<file path="config.mk">
export PLATFORM = sky130hd
export DESIGN_NAME = blk_alloc_client
export DESIGN_NICKNAME = d
export VERILOG_FILES = /design/src/rtl/blk_alloc_pkg.sv /design/src/rtl/addr_fifo.sv /design/src/rtl/blk_alloc_client.sv
export SDC_FILE = /design/constraint.sdc
export NUM_CORES = 1
export LEC_CHECK = 0
export CAP_MARGIN = 10
export CORE_MARGIN = 5
export CORE_UTILIZATION = 57
export DETAILED_ROUTE_END_ITERATION = 10
export GPL_TIMING_DRIVEN = 0
export PLACE_DENSITY_LB_ADDON = 0.05
export RECOVER_POWER = 100
export SLEW_MARGIN = 20
export SYNTH_ARGS = -nofsm -noshare
export SYNTH_HDL_FRONTEND = slang
export SYNTH_SLANG_ARGS = --single-unit
</file>
<file path="constraint.sdc">
create_clock -name clk -period 2.47 [get_ports clk]
set_input_delay 0.494 -clock clk [delete_from_list [all_inputs] [get_ports clk]]
set_output_delay 0.494 -clock clk [all_outputs]
set_load 0.03 [all_outputs]
</file>
<file path="src/rtl/blk_alloc_pkg.sv">
// Shared types and helpers for the block-allocation client.
// Holds the occupy FSM encoding, the default address width and the counter-width rule.
package blk_alloc_pkg;

   localparam int AWIDTH_DEF = 10;

   typedef enum logic {
      IDLE = 1'b0,
      REQ  = 1'b1
   } ocp_state_t;

   // Width needed to count 0..depth inclusive.
   function automatic int cnt_width(input int depth);
      return $clog2(depth + 1);
   endfunction

endpackage

</file>
<file path="src/rtl/addr_fifo.sv">
// Synchronous first-word-fall-through address FIFO; head valid the cycle after a push.
// A push while full is dropped unless a pop happens on the same edge; head reads 0 when empty.
module addr_fifo
   import blk_alloc_pkg::*;
#(
   parameter int WIDTH = AWIDTH_DEF,
   parameter int DEPTH = 4
) (
   input  logic                        clk,
   input  logic                        rst,
   input  logic                        push,
   input  logic [WIDTH-1:0]            push_dat,
   input  logic                        pop,
   output logic [WIDTH-1:0]            head_dat,
   output logic [cnt_width(DEPTH)-1:0] count
);

   localparam int PW = $clog2(DEPTH);
   localparam int CW = cnt_width(DEPTH);

   logic [WIDTH-1:0] mem [DEPTH];
   logic [PW-1:0]    wr_ptr;
   logic [PW-1:0]    rd_ptr;
   logic             empty;
   logic             full;
   logic             do_push;
   logic             do_pop;

   assign empty    = (count == '0);
   assign full     = (count == CW'(DEPTH));
   assign do_pop   = pop && !empty;
   assign do_push  = push && (!full || do_pop);
   assign head_dat = empty ? '0 : mem[rd_ptr];

   // Pointers wrap naturally because DEPTH is a power of two.
   always_ff @(posedge clk or posedge rst) begin
      if (rst) begin
         wr_ptr <= '0;
         rd_ptr <= '0;
         count  <= '0;
      end else begin
         if (do_push) wr_ptr <= wr_ptr + PW'(1);
         if (do_pop)  rd_ptr <= rd_ptr + PW'(1);
         count <= count + CW'(do_push) - CW'(do_pop);
      end
   end

   always_ff @(posedge clk) begin
      if (do_push) mem[wr_ptr] <= push_dat;
   end

endmodule

</file>
<file path="src/rtl/blk_alloc_client.sv">
// Occupy/release initiator: prefetches pre-occupied blocks for zero-latency grants and
// serialises reader releases onto rls_vld (2-cycle release latency, 1/cycle throughput).
module blk_alloc_client
   import blk_alloc_pkg::*;
#(
   parameter int AWIDTH    = AWIDTH_DEF,
   parameter int PF_DEPTH  = 4,
   parameter int RLS_DEPTH = 8
) (
   input  logic                           clk,
   input  logic                           rst,
   output logic                           ocp_req,
   input  logic                           ocp_rsp,
   input  logic [AWIDTH-1:0]              ocp_block_addr,
   input  logic                           ocp_vld,
   input  logic                           mgr_full,
   input  logic                           alloc_req,
   output logic                           alloc_gnt,
   output logic [AWIDTH-1:0]              alloc_addr,
   output logic [cnt_width(PF_DEPTH)-1:0] pf_count,
   input  logic                           free_req,
   input  logic [AWIDTH-1:0]              free_addr,
   output logic                           free_ack,
   output logic                           rls_vld,
   output logic [AWIDTH-1:0]              rls_block_addr
);

   localparam int PF_CW  = cnt_width(PF_DEPTH);
   localparam int RLS_CW = cnt_width(RLS_DEPTH);

   ocp_state_t               state;
   ocp_state_t               state_nxt;
   logic                     ocp_req_nxt;
   logic                     pf_push;
   logic                     pf_empty;
   logic                     pf_full;
   logic [RLS_CW-1:0]        rls_count;
   logic [AWIDTH-1:0]        rls_head;
   logic                     rls_empty;
   logic                     rls_push;

   assign pf_empty  = (pf_count == '0);
   assign pf_full   = (pf_count == PF_CW'(PF_DEPTH));
   assign alloc_gnt = alloc_req && !pf_empty;

   addr_fifo #(
      .WIDTH (AWIDTH),
      .DEPTH (PF_DEPTH)
   ) u_pf_fifo (
      .clk      (clk),
      .rst      (rst),
      .push     (pf_push),
      .push_dat (ocp_block_addr),
      .pop      (alloc_gnt),
      .head_dat (alloc_addr),
      .count    (pf_count)
   );

   always_ff @(posedge clk or posedge rst) begin
      if (rst) begin
         state   <= IDLE;
         ocp_req <= 1'b0;
      end else begin
         state   <= state_nxt;
         ocp_req <= ocp_req_nxt;
      end
   end

   // The IDLE guard looks at the occupancy after this cycle's pop, so a grant
   // from a full queue already triggers the refill request.
   always_comb begin
      state_nxt   = state;
      ocp_req_nxt = ocp_req;
      pf_push     = 1'b0;
      case (state)
         IDLE: begin
            if ((!pf_full || alloc_gnt) && !mgr_full) begin
               state_nxt   = REQ;
               ocp_req_nxt = 1'b1;
            end
         end
         REQ: begin
            // No abort here: dropping an outstanding request would orphan a block.
            if (ocp_rsp && ocp_vld) begin
               pf_push     = 1'b1;
               state_nxt   = IDLE;
               ocp_req_nxt = 1'b0;
            end
         end
      endcase
   end

   assign rls_empty = (rls_count == '0);
   assign free_ack  = (rls_count != RLS_CW'(RLS_DEPTH));
   assign rls_push  = free_req && free_ack;

   addr_fifo #(
      .WIDTH (AWIDTH),
      .DEPTH (RLS_DEPTH)
   ) u_rls_fifo (
      .clk      (clk),
      .rst      (rst),
      .push     (rls_push),
      .push_dat (free_addr),
      .pop      (!rls_empty),
      .head_dat (rls_head),
      .count    (rls_count)
   );

   always_ff @(posedge clk or posedge rst) begin
      if (rst) begin
         rls_vld        <= 1'b0;
         rls_block_addr <= '0;
      end else begin
         rls_vld        <= !rls_empty;
         rls_block_addr <= rls_head;
      end
   end

endmodule

</file>
==> qor_table.md <==
| Result | Value | Unit |
|:---|:---|:---|
| Status | finished, final reports clean | - |
| Synthesized netlist cell count | 336 | - |
| CTS Buffer Depth | 2 | - |
| Cell area after synthesis | 5990 | µm² |
| Tmin final | 2.38 | ns |
| Post-synthesis register bit count | 150 | - |
| Most common cell after layout, fill and taps aside | sky130_fd_sc_hd__edfxtp_1 | - |
| Power per Cell Area | 1260 | nW/µm² |
| Skew final | 0.0172 | ns |
| Clock Latency Late Sink | 0.51 | ns |
| CTS Buf Count | 17 | - |
| Standby leakage power | 2.73 | nW |
| Worst Max-Slew Pin Slew | 1.25 | ns |
| VDD IR max | 587 | µV |
| Min-Delay Endpoint | ocp_req$_DFFE_PP0P_ | - |
| Mean instance size in the synthesized netlist | 17.8 | µm² |
| Share of the synthesized area in the top cell type | 60.2 | % |
| Fin Setup TNS | 0 | ns |
| Peak per-stage delay on the critical path | 0.49 | ns |
| All-layer global routing usage | 17.6 | % |
| Setup slack, reg-to-reg | 0.13 | ns |
| Die ar. | 12700 | µm² |
| First drt pass iteration count | 4 | - |
| Number of warnings issued by yosys | 0 | - |
| WL per Instance | 19.0 | µm |
| Antenna diodes | 0 | - |
| RSZ-0062 raised after global routing | true | - |
| Distinct cells, synth | 34 | - |
| Cell chosen for the clock root | sky130_fd_sc_hd__clkbuf_8 | - |
| Post-Layout Inst Area | 7270 | µm² |
| Vias per inst | 5.47 | - |
| Number of global-route vias before repair | 3189 | - |
| Worst Setup Slack post-DPL | -0.141 | ns |
| Number of failing setup endpoints in the final timing report | 0 | - |
| Die Width | 113 | µm |
| Period utilization | 96.5 | % |
| DRC viols | 0 | - |
| Sequential cell area fraction in the yosys report | 72.7 | % |
| Max stage delay cell, worst path | sky130_fd_sc_hd__mux4_2 | - |
| CTS HTree Levels | 4 | - |
| Number of vias after detailed routing | 3056 | - |
| Floorplan core area | 10300 | µm² |
| Synthesized Nets | 379 | - |
| Cell type contributing the most total cell area after synthesis | sky130_fd_sc_hd__edfxtp_1 | - |
| Global-route wire length before repair | 16800 | µm |
| Met3 WL | 451 | µm |
| Worst slew margin relative to its limit | 16.7 | % |
| Total I/O pin count | 54 | - |
| Routability-driven placement congestion ratio | 0.686 | - |
| Top area cells in the synthesized netlist | sky130_fd_sc_hd__edfxtp_1 (60%), sky130_fd_sc_hd__dfrtp_1 (13%), sky130_fd_sc_hd__mux2i_1 (6.7%) | - |
| Worst flop-to-flop path startpoint | u_rls_fifo.count[2]$_DFF_PP0_ | - |
| Post-Route M1 WL | 4650 | µm |
| Largest delay share family, worst path | multiplexers | - |
| Post-Layout Cell Count | 559 | - |
| Total placed instance area | 6720 | µm² |
| Clock sink count | 150 | - |
| Detailed placer's ending HPWL | 6720 | µm |
| Critical path cell sequence | mux4_2 -> nor2b_1 -> dlygate4sd2_1 | - |
| Maximum clock frequency | 419 | MHz |
| Number of nets at the end of the flow | 453 | - |
| Hold Startpoint | ocp_req$_DFFE_PP0P_ | - |
| Cell count of the worst reg-to-reg path | 6 | - |
| Pins over their slew limit | 0 | - |
| Max Cap Violations | 0 | - |
| Area Overhead vs Synth | 21.5 | % |
| Largest fanout of any net on the critical path | 3 | - |
| Data arrival time of the worst path | 1.89 | ns |
| Vertical die dimension | 113 | µm |
| Met2 wire length | 5270 | µm |
| Final setup margin | 0.0856 | ns |
| Total Routed Length | 10600 | µm |
| Worst flop-to-flop path endpoint | u_rls_fifo.mem[2][5]$_DFFE_PP_ | - |
| Starting density of the core | 58.3 | % |
| Hold Crit Depth | 1 | - |
| TritonCTS clock tree | built | - |
| Hold Fails Final Rpt | 0 | - |
| Required time of the critical path | 1.98 | ns |
| Leading cell types in the layout, fill and taps excluded | sky130_fd_sc_hd__edfxtp_1 (120), sky130_fd_sc_hd__mux2i_1 (40), sky130_fd_sc_hd__dlygate4sd3_1 (36) | - |
| Class of the most critical hold timing path | flop to flop | - |
| DR iter-0 viols | 164 | - |
| Remaining global-route overflow | 0 | - |
| Count of buffers from port buffering | 53 | - |
| Buffers & Inverters on Critical Path | 1 | - |
| Critical path launch point type | flop | - |
| Number of cells after detailed placement | 527 | - |
| Pin count of the biggest net entering global routing | 31 | - |
| Setup CP Type | flop to output pin | - |
| Final ANT Viol Nets | 0 | - |
| Share of cells above drive strength 1 | 16.8 | % |
| Uppermost metal layer occupied by signal nets | met4 | - |
| Endpoint type of the worst setup path | output pin | - |
| Cell row count | 37 | - |
| Number of antenna violations at the first check in global routing | 0 | - |
| Clock transition time at the flip-flop clock pins of the worst setup and hold paths | 0.06 | ns |
## cell usage after synthesis
master                     instances
sky130_fd_sc_hd__a21o_1            3
sky130_fd_sc_hd__a21oi_1           1
sky130_fd_sc_hd__a22oi_1          20
sky130_fd_sc_hd__and2_1            5
sky130_fd_sc_hd__and3_1           10
sky130_fd_sc_hd__buf_2             2
sky130_fd_sc_hd__buf_4             3
sky130_fd_sc_hd__buf_6             3
sky130_fd_sc_hd__clkbuf_1          4
sky130_fd_sc_hd__clkbuf_2          1
sky130_fd_sc_hd__dfrtp_1          30
sky130_fd_sc_hd__edfxtp_1        120
sky130_fd_sc_hd__fa_1              2
sky130_fd_sc_hd__ha_1             14
sky130_fd_sc_hd__inv_1            15
sky130_fd_sc_hd__mux2_1            1
sky130_fd_sc_hd__mux2_2            1
sky130_fd_sc_hd__mux2_4            1
sky130_fd_sc_hd__mux2i_1          40
sky130_fd_sc_hd__mux4_2           10
sky130_fd_sc_hd__nand2_1           2
sky130_fd_sc_hd__nand2_4           1
sky130_fd_sc_hd__nand2b_1          3
sky130_fd_sc_hd__nand3_1           3
sky130_fd_sc_hd__nand3b_1          2
sky130_fd_sc_hd__nor2_1            7
sky130_fd_sc_hd__nor2_2            1
sky130_fd_sc_hd__nor2b_1          13
sky130_fd_sc_hd__nor3_1            4
sky130_fd_sc_hd__nor3b_2           1
sky130_fd_sc_hd__nor4b_4           1
sky130_fd_sc_hd__or3b_1            1
sky130_fd_sc_hd__xnor2_1           7
sky130_fd_sc_hd__xor2_1            4
## stage by stage
stage               utilization (%)  power, mW  hold WS (ns)
floorplan                         -       5.74         0.473
global placement               65.1       6.72         0.463
detailed placement             65.3       6.82         0.469
CTS                            71.1       9.38         0.429
global route                   70.8       9.68         0.508
finish                         70.8       9.19         0.476
## final cells by class
type / count / area (µm²)
clock buffers: 20 / 435
multi-input cells: 158 / 1500
clock inverters: 12 / 169
repair buffers: 56 / 493
inverters: 15 / 56.3
well taps: 136 / 170
fillers: 689 / 3000
flip-flops and latches: 150 / 4360
plain buffers: 12 / 97.6
## what timing repair did
| action | in CTS | in global routing |
|---|---|---|
| setup endpoints to repair | 15 | 19 |
| buffers inserted | 1 | 0 |
| resized for setup | 54 | 8 |
| pin swaps | 0 | 0 |
| hold buffers | 0 | 0 |
## worst max-delay path by stage
stage / from / slack (ns) / to / depth (start not counted)
2_1_floorplan: u_pf_fifo.count[1]$_DFF_PP0_ / 0.12 / u_pf_fifo.count[2]$_DFF_PP0_ / 7
3_3_place_gp: free_req / -0.49 / u_rls_fifo.mem[1][7]$_DFFE_PP_ / 3
3_5_place_dp: free_req / -0.14 / u_rls_fifo.mem[5][7]$_DFFE_PP_ / 3
4_1_cts: u_pf_fifo.rd_ptr[0]$_DFFE_PP0P_ / -0.04 / alloc_addr[8] / 4
5_1_grt: u_rls_fifo.count[2]$_DFF_PP0_ / -0.008 / u_rls_fifo.mem[7][5]$_DFFE_PP_ / 6
6_report: u_pf_fifo.rd_ptr[0]$_DFFE_PP0P_ / 0.09 / alloc_addr[9] / 3
## metal layers
metal  GRT usage, %  up-vias
met1           22.5     1543
met5              0        -
met4           6.97        0
met2           29.2       70
li1               -     1428
met3           4.31       15
## report_power, final
| group | internal, mW | total [mW] | switching, mW | leakage, nW |
|---|---|---|---|---|
| sequential | 3.27 | 3.51 | 0.244 | 1.43 |
| combinational | 1.31 | 3.09 | 1.78 | 1.01 |
| clock | 1.59 | 2.59 | 1.00 | 0.289 |
## logic make-up after synthesis
kind of cell               Yosys count  synth area share [%]
AOI/OAI and AO/OA                   24                  2.97
xor gates and xnor gates            11                  1.61
adders and majority gates           16                  3.59
buffers and inverters               28                  2.38
DFF                                150                  72.7
muxes                               53                  11.1
and+or+nand+nor                     54                  5.68
## state kept, by name (all words and copies together) (netlist names), 2 cells and up
register / cells
u_pf_fifo.wr_ptr: 2
u_rls_fifo.count: 4
u_pf_fifo.count: 3
u_pf_fifo.mem: 40
u_rls_fifo.mem: 80
u_rls_fifo.rd_ptr: 3
u_pf_fifo.rd_ptr: 2
rls_block_addr: 10
u_rls_fifo.wr_ptr: 3
No activity file was read; power rests on OpenSTA's default activity.
==> RTL edit 1, RTL diff (same flow settings) <==
`AWIDTH_DEF`: 10 -> 12.
--- a/src/rtl/blk_alloc_pkg.sv
+++ b/src/rtl/blk_alloc_pkg.sv
@@ -2,7 +2,7 @@
 // Holds the occupy FSM encoding, the default address width and the counter-width rule.
 package blk_alloc_pkg;
 
-   localparam int AWIDTH_DEF = 10;
+   localparam int AWIDTH_DEF = 12;
 
    typedef enum logic {
       IDLE = 1'b0,
Ports: changed (resized alloc_addr, free_addr, ocp_block_addr and rls_block_addr); port bits go from 54 to 62. The function was not compared with the original's and may differ.
==> RTL edit 1 against the unedited design <==
Setup slack worse by 0.0032 ns. Area after synthesis increased by 16%. Critical path type unchanged. Total power increased by 10%. Sequential cell count increased by 26. Die area increased by 15%. Largest power group unchanged. Design area grew 14%. Wire length increased by 20%.
==> RTL edit 1: results (changes against the unedited design) <==
stage	metric	value	unit	change
outcome	outcome	complete, no violations		unchanged
logic_synthesis	ys_seq_area_share	73.6	%	was 72.7%
placement	dp.cells	593		was 527
logic_synthesis	avgSynthCellArea	18.2	um^2	was 17.8 um^2
setup_path	slowest_delay	0.51	ns	was 0.49 ns
route	wl_met2	6.53	mm	was 5.27 mm
grt	grt_pass1_wl	19.5	mm	was 16.8 mm
sta	clock-skew-final	0.00471	ns	was 0.0172 ns
logic_synthesis	netlist_top_cells_count	144 x edfxtp_1, 48 x mux2i_1, 32 x dfrtp_1		was 120 x edfxtp_1, 40 x mux2i_1, 30 x dfrtp_1
layout	final_cells	626		was 559
grt	grt_use_met1	22.7	%	was 22.5%
power_and_ir_drop	irDropWorstVdd	704	uV	was 587 uV
placement	io_buffers	61		was 53
grt	grt_util_met2	30.7	%	was 29.2%
route	drtPass1Iterations	5		was 4
power_and_ir_drop	power_frac_seq	40.3	%	was 38.2%
logic_synthesis	synth_edf_count	144		was 120
setup_path	critPathMaxFanout	5		was 3
placement	placed_area	7810	um^2	was 6720 um^2
clock_tree	clk_latency	0.42	ns	was 0.51 ns
placement	place_hpwl	8.01	mm	was 6.72 mm
logic_synthesis	netlist.area_leader.share	62.1	%	was 60.2%
placement	finalWeightedCongestion	0.726		was 0.686
power_and_ir_drop	power.static_leakage	3.08	nW	was 2.73 nW
power_and_ir_drop	powerDensity	1220	nW/um^2	was 1260 nW/um^2
power_and_ir_drop	switching_share	33.6	%	was 32.9%
logic_synthesis	ys_top_cells_by_area	edfxtp_1 62%, dfrtp_1 11%, mux2i_1 6.9%		was edfxtp_1 60%, dfrtp_1 13%, mux2i_1 6.7%
clock_tree	clockRootBuffer	clkbuf_16		was clkbuf_8
power_and_ir_drop	pwr.group.clock	0.00240	W	was 0.00259 W
-- RTL edit 1: changes by cell type after synthesis, moves of 2 or more --
cell	delta
a22oi_1	+4
and3_1	+2
buf_2	+6
clkbuf_1	-3
dfrtp_1	+2
edfxtp_1	+24
mux2i_1	+8
mux4_2	+2
-- RTL edit 1: kinds of logic (layout without fill, tap and decap cells) --
logic type                 Yosys count  in the layout  share of synthesized area [%]
DFF                                176            176                           73.6
muxes                               63             63                           11.3
and+or+nand+nor                     58             58                           5.15
buffers and inverters               31            126                           2.59
AOI/OAI and AO/OA                   28             28                           2.98
adders and majority gates           16             16                           3.09
xor gates and xnor gates            11             11                           1.38
other                                0              1                              0
-- RTL edit 1: how the worst min path moves through the flow --
stage	start	end	slack (ns)
after floorplan	state$_DFF_PP0_	state$_DFF_PP0_	0.47
after global placement	ocp_req$_DFFE_PP0P_	ocp_req$_DFFE_PP0P_	0.46
after detailed placement	ocp_req$_DFFE_PP0P_	ocp_req$_DFFE_PP0P_	0.48
after CTS	ocp_req$_DFFE_PP0P_	ocp_req$_DFFE_PP0P_	0.49
after global routing	ocp_req$_DFFE_PP0P_	ocp_req$_DFFE_PP0P_	0.49
final	ocp_req$_DFFE_PP0P_	ocp_req$_DFFE_PP0P_	0.48
-- RTL edit 1: layout make-up --
class,count,area (um^2)
flip-flops and latches,176,5120
fillers,808,3720
multi-input cells,176,1690
repair buffers,64,578
clock buffers,21,440
well taps,147,184
plain buffers,15,128
clock inverters,11,90.1
inverters,15,58.8
diodes,1,2.50
-- RTL edit 1: repair_timing --
item | CTS | global route
resized for setup | 48 | 8
setup endpoints to repair | 17 | 10
setup buffers | 0 | 1
==> RTL edit 2, RTL diff (config.mk and constraints unchanged) <==
Without the edit above. Take the reset off `rls_block_addr` and load it in a clocked block of its own.
--- a/src/rtl/blk_alloc_client.sv
+++ b/src/rtl/blk_alloc_client.sv
@@ -110,11 +110,13 @@
    always_ff @(posedge clk or posedge rst) begin
       if (rst) begin
          rls_vld        <= 1'b0;
-         rls_block_addr <= '0;
       end else begin
          rls_vld        <= !rls_empty;
-         rls_block_addr <= rls_head;
       end
+   end
+
+   always_ff @(posedge clk) begin
+      rls_block_addr <= rls_head;
    end
 
 endmodule
Check against the original RTL: differs if rst is asserted again (counterexample within 4 cycles, from zero or initial values and one cycle with rst high); with rst held inactive, the same outputs for 10 cycles.
==> RTL edit 2 against the unedited design <==
Maximum frequency shrank 3.4%. Clock skew down 0.011 ns. Largest cell class unchanged. First-iteration DRC count rose by 18%. Global-route usage is 0.26 points higher. Critical path depth increased by 2. Design area rose by 1.0%. Setup slack got worse by 0.085 ns. Clock power down 4%. Sequential cell count did not move. Count of clock-buffer cells in the layout shrank 1. Wire length is 1.2% lower. Area after synthesis fell by 0.75%. Non-clock buffer count increased by 9. Total power is 2.0% higher.
==> RTL edit 2: results (changes against the unedited design) <==
stage	metric	value	unit	change
layout	drive_gt1_share	21.5	%	was 16.8%
power_and_ir_drop	power.static_leakage	2.77	nW	was 2.73 nW
sta	clock-skew-final	0.00667	ns	was 0.0172 ns
power_and_ir_drop	irDropWorstVdd	708	uV	was 587 uV
outcome	outcome	complete, no violations		unchanged
route	wl_met2	5.07	mm	was 5.27 mm
setup_path	reg2reg_slack	0.19	ns	was 0.13 ns
grt	grtUsageTotal	17.9	%	was 17.6%
setup_path	critPathArrivalTime	1.98	ns	was 1.89 ns
placement	finalWeightedCongestion	0.716		was 0.686
placement	post-place-ws	-0.126	ns	was -0.141 ns
layout	layout.nets	462		was 453
sta	final.setup.worst_slack	0.000984	ns	was 0.0856 ns
grt	grt_max_degree	21		was 31
setup_path	endpoint	alloc_addr[8]		was alloc_addr[9]
setup_path	ff2ff_path_depth	9		was 6
route	drt_iter0_drc	193		was 164
route	top_layer	met5		was met4
logic_synthesis	netlist_top_cells_count	120 x edfxtp_1, 40 x mux2i_1, 20 x a22oi_1, 20 x dfrtp_1, 15 x inv_1		was 120 x edfxtp_1, 40 x mux2i_1, 30 x dfrtp_1
logic_synthesis	synth.distinct_cells	35		was 34
logic_synthesis	ys_top_cells_by_area	edfxtp_1 61%, dfrtp_1 8.4%, mux2i_1 6.7%		was edfxtp_1 60%, dfrtp_1 13%, mux2i_1 6.7%
grt	antenna_found_initial	1		was 0
placement	placed_area	6670	um^2	was 6720 um^2
sta	relSlewSlack	47.7	%	was 16.7%
grt	grt_pass1_wl	16.8	mm	about the same
logic_synthesis	synthArstFlopShare	13.3	%	was 20.0%
## RTL edit 2: stage by stage
stage | power [W] | std cells | TNS, ns
global placement | 0.00674 | 525 | -11.44
detailed placement | 0.00682 | 527 | -2.09
finish | 0.00938 | 568 | 0
global route | 0.00993 | 568 | -0.302
CTS | 0.00927 | 562 | -0.0652
floorplan | 0.00575 | 336 | 0
## RTL edit 2: logic make-up after synthesis
kind of cell               count (synthesis)  share of synthesized area [%]
and+or+nand+nor                           54                           5.77
xor gates and xnor gates                  11                           1.62
buffers and inverters                     28                           2.44
AOI/OAI and AO/OA                         24                           2.99
muxes                                     53                           11.2
DFF                                      150                           72.4
adders and majority gates                 16                           3.62
## RTL edit 2: final cells by class
class	count	area (um^2)	area share, %
plain buffers	12	92.6	1.26
clock buffers	19	422	5.74
clock inverters	13	156	2.13
inverters	15	56.3	0.766
multi-input cells	158	1540	20.9
flip-flops and latches	150	4310	58.6
well taps	136	170	2.32
repair buffers	65	606	8.24
## RTL edit 2: critical path: stages (launching register included)
cell	delay, ns
dfrtp_2	0.42
clkbuf_16	0.16
buf_4	0.10
mux4_2	0.47
nor2b_1	0.13
buf_2	0.17
## RTL edit 2: layer usage
| layer | vias to the layer above | global-route usage [%] |
|---|---|---|
| met5 | - | 0 |
| li1 | 1436 | - |
| met3 | 15 | 5.18 |
| met4 | 2 | 6.41 |
| met2 | 60 | 27.1 |
| met1 | 1524 | 25.0 |
## RTL edit 2: timing repair
action	CTS	global route
resized for setup	55	27
endpoints found under the setup margin	15	50
hold buffers	0	0
cloned	0	1
buffers inserted	4	5
## RTL edit 2: where the power goes
| part | leakage [nW] | switching, W | internal [W] |
|---|---|---|---|
| Combinational | 1.10 | 0.00184 | 0.00154 |
| Clock | 0.272 | 0.000944 | 0.00153 |
| Sequential | 1.40 | 0.000258 | 0.00327 |
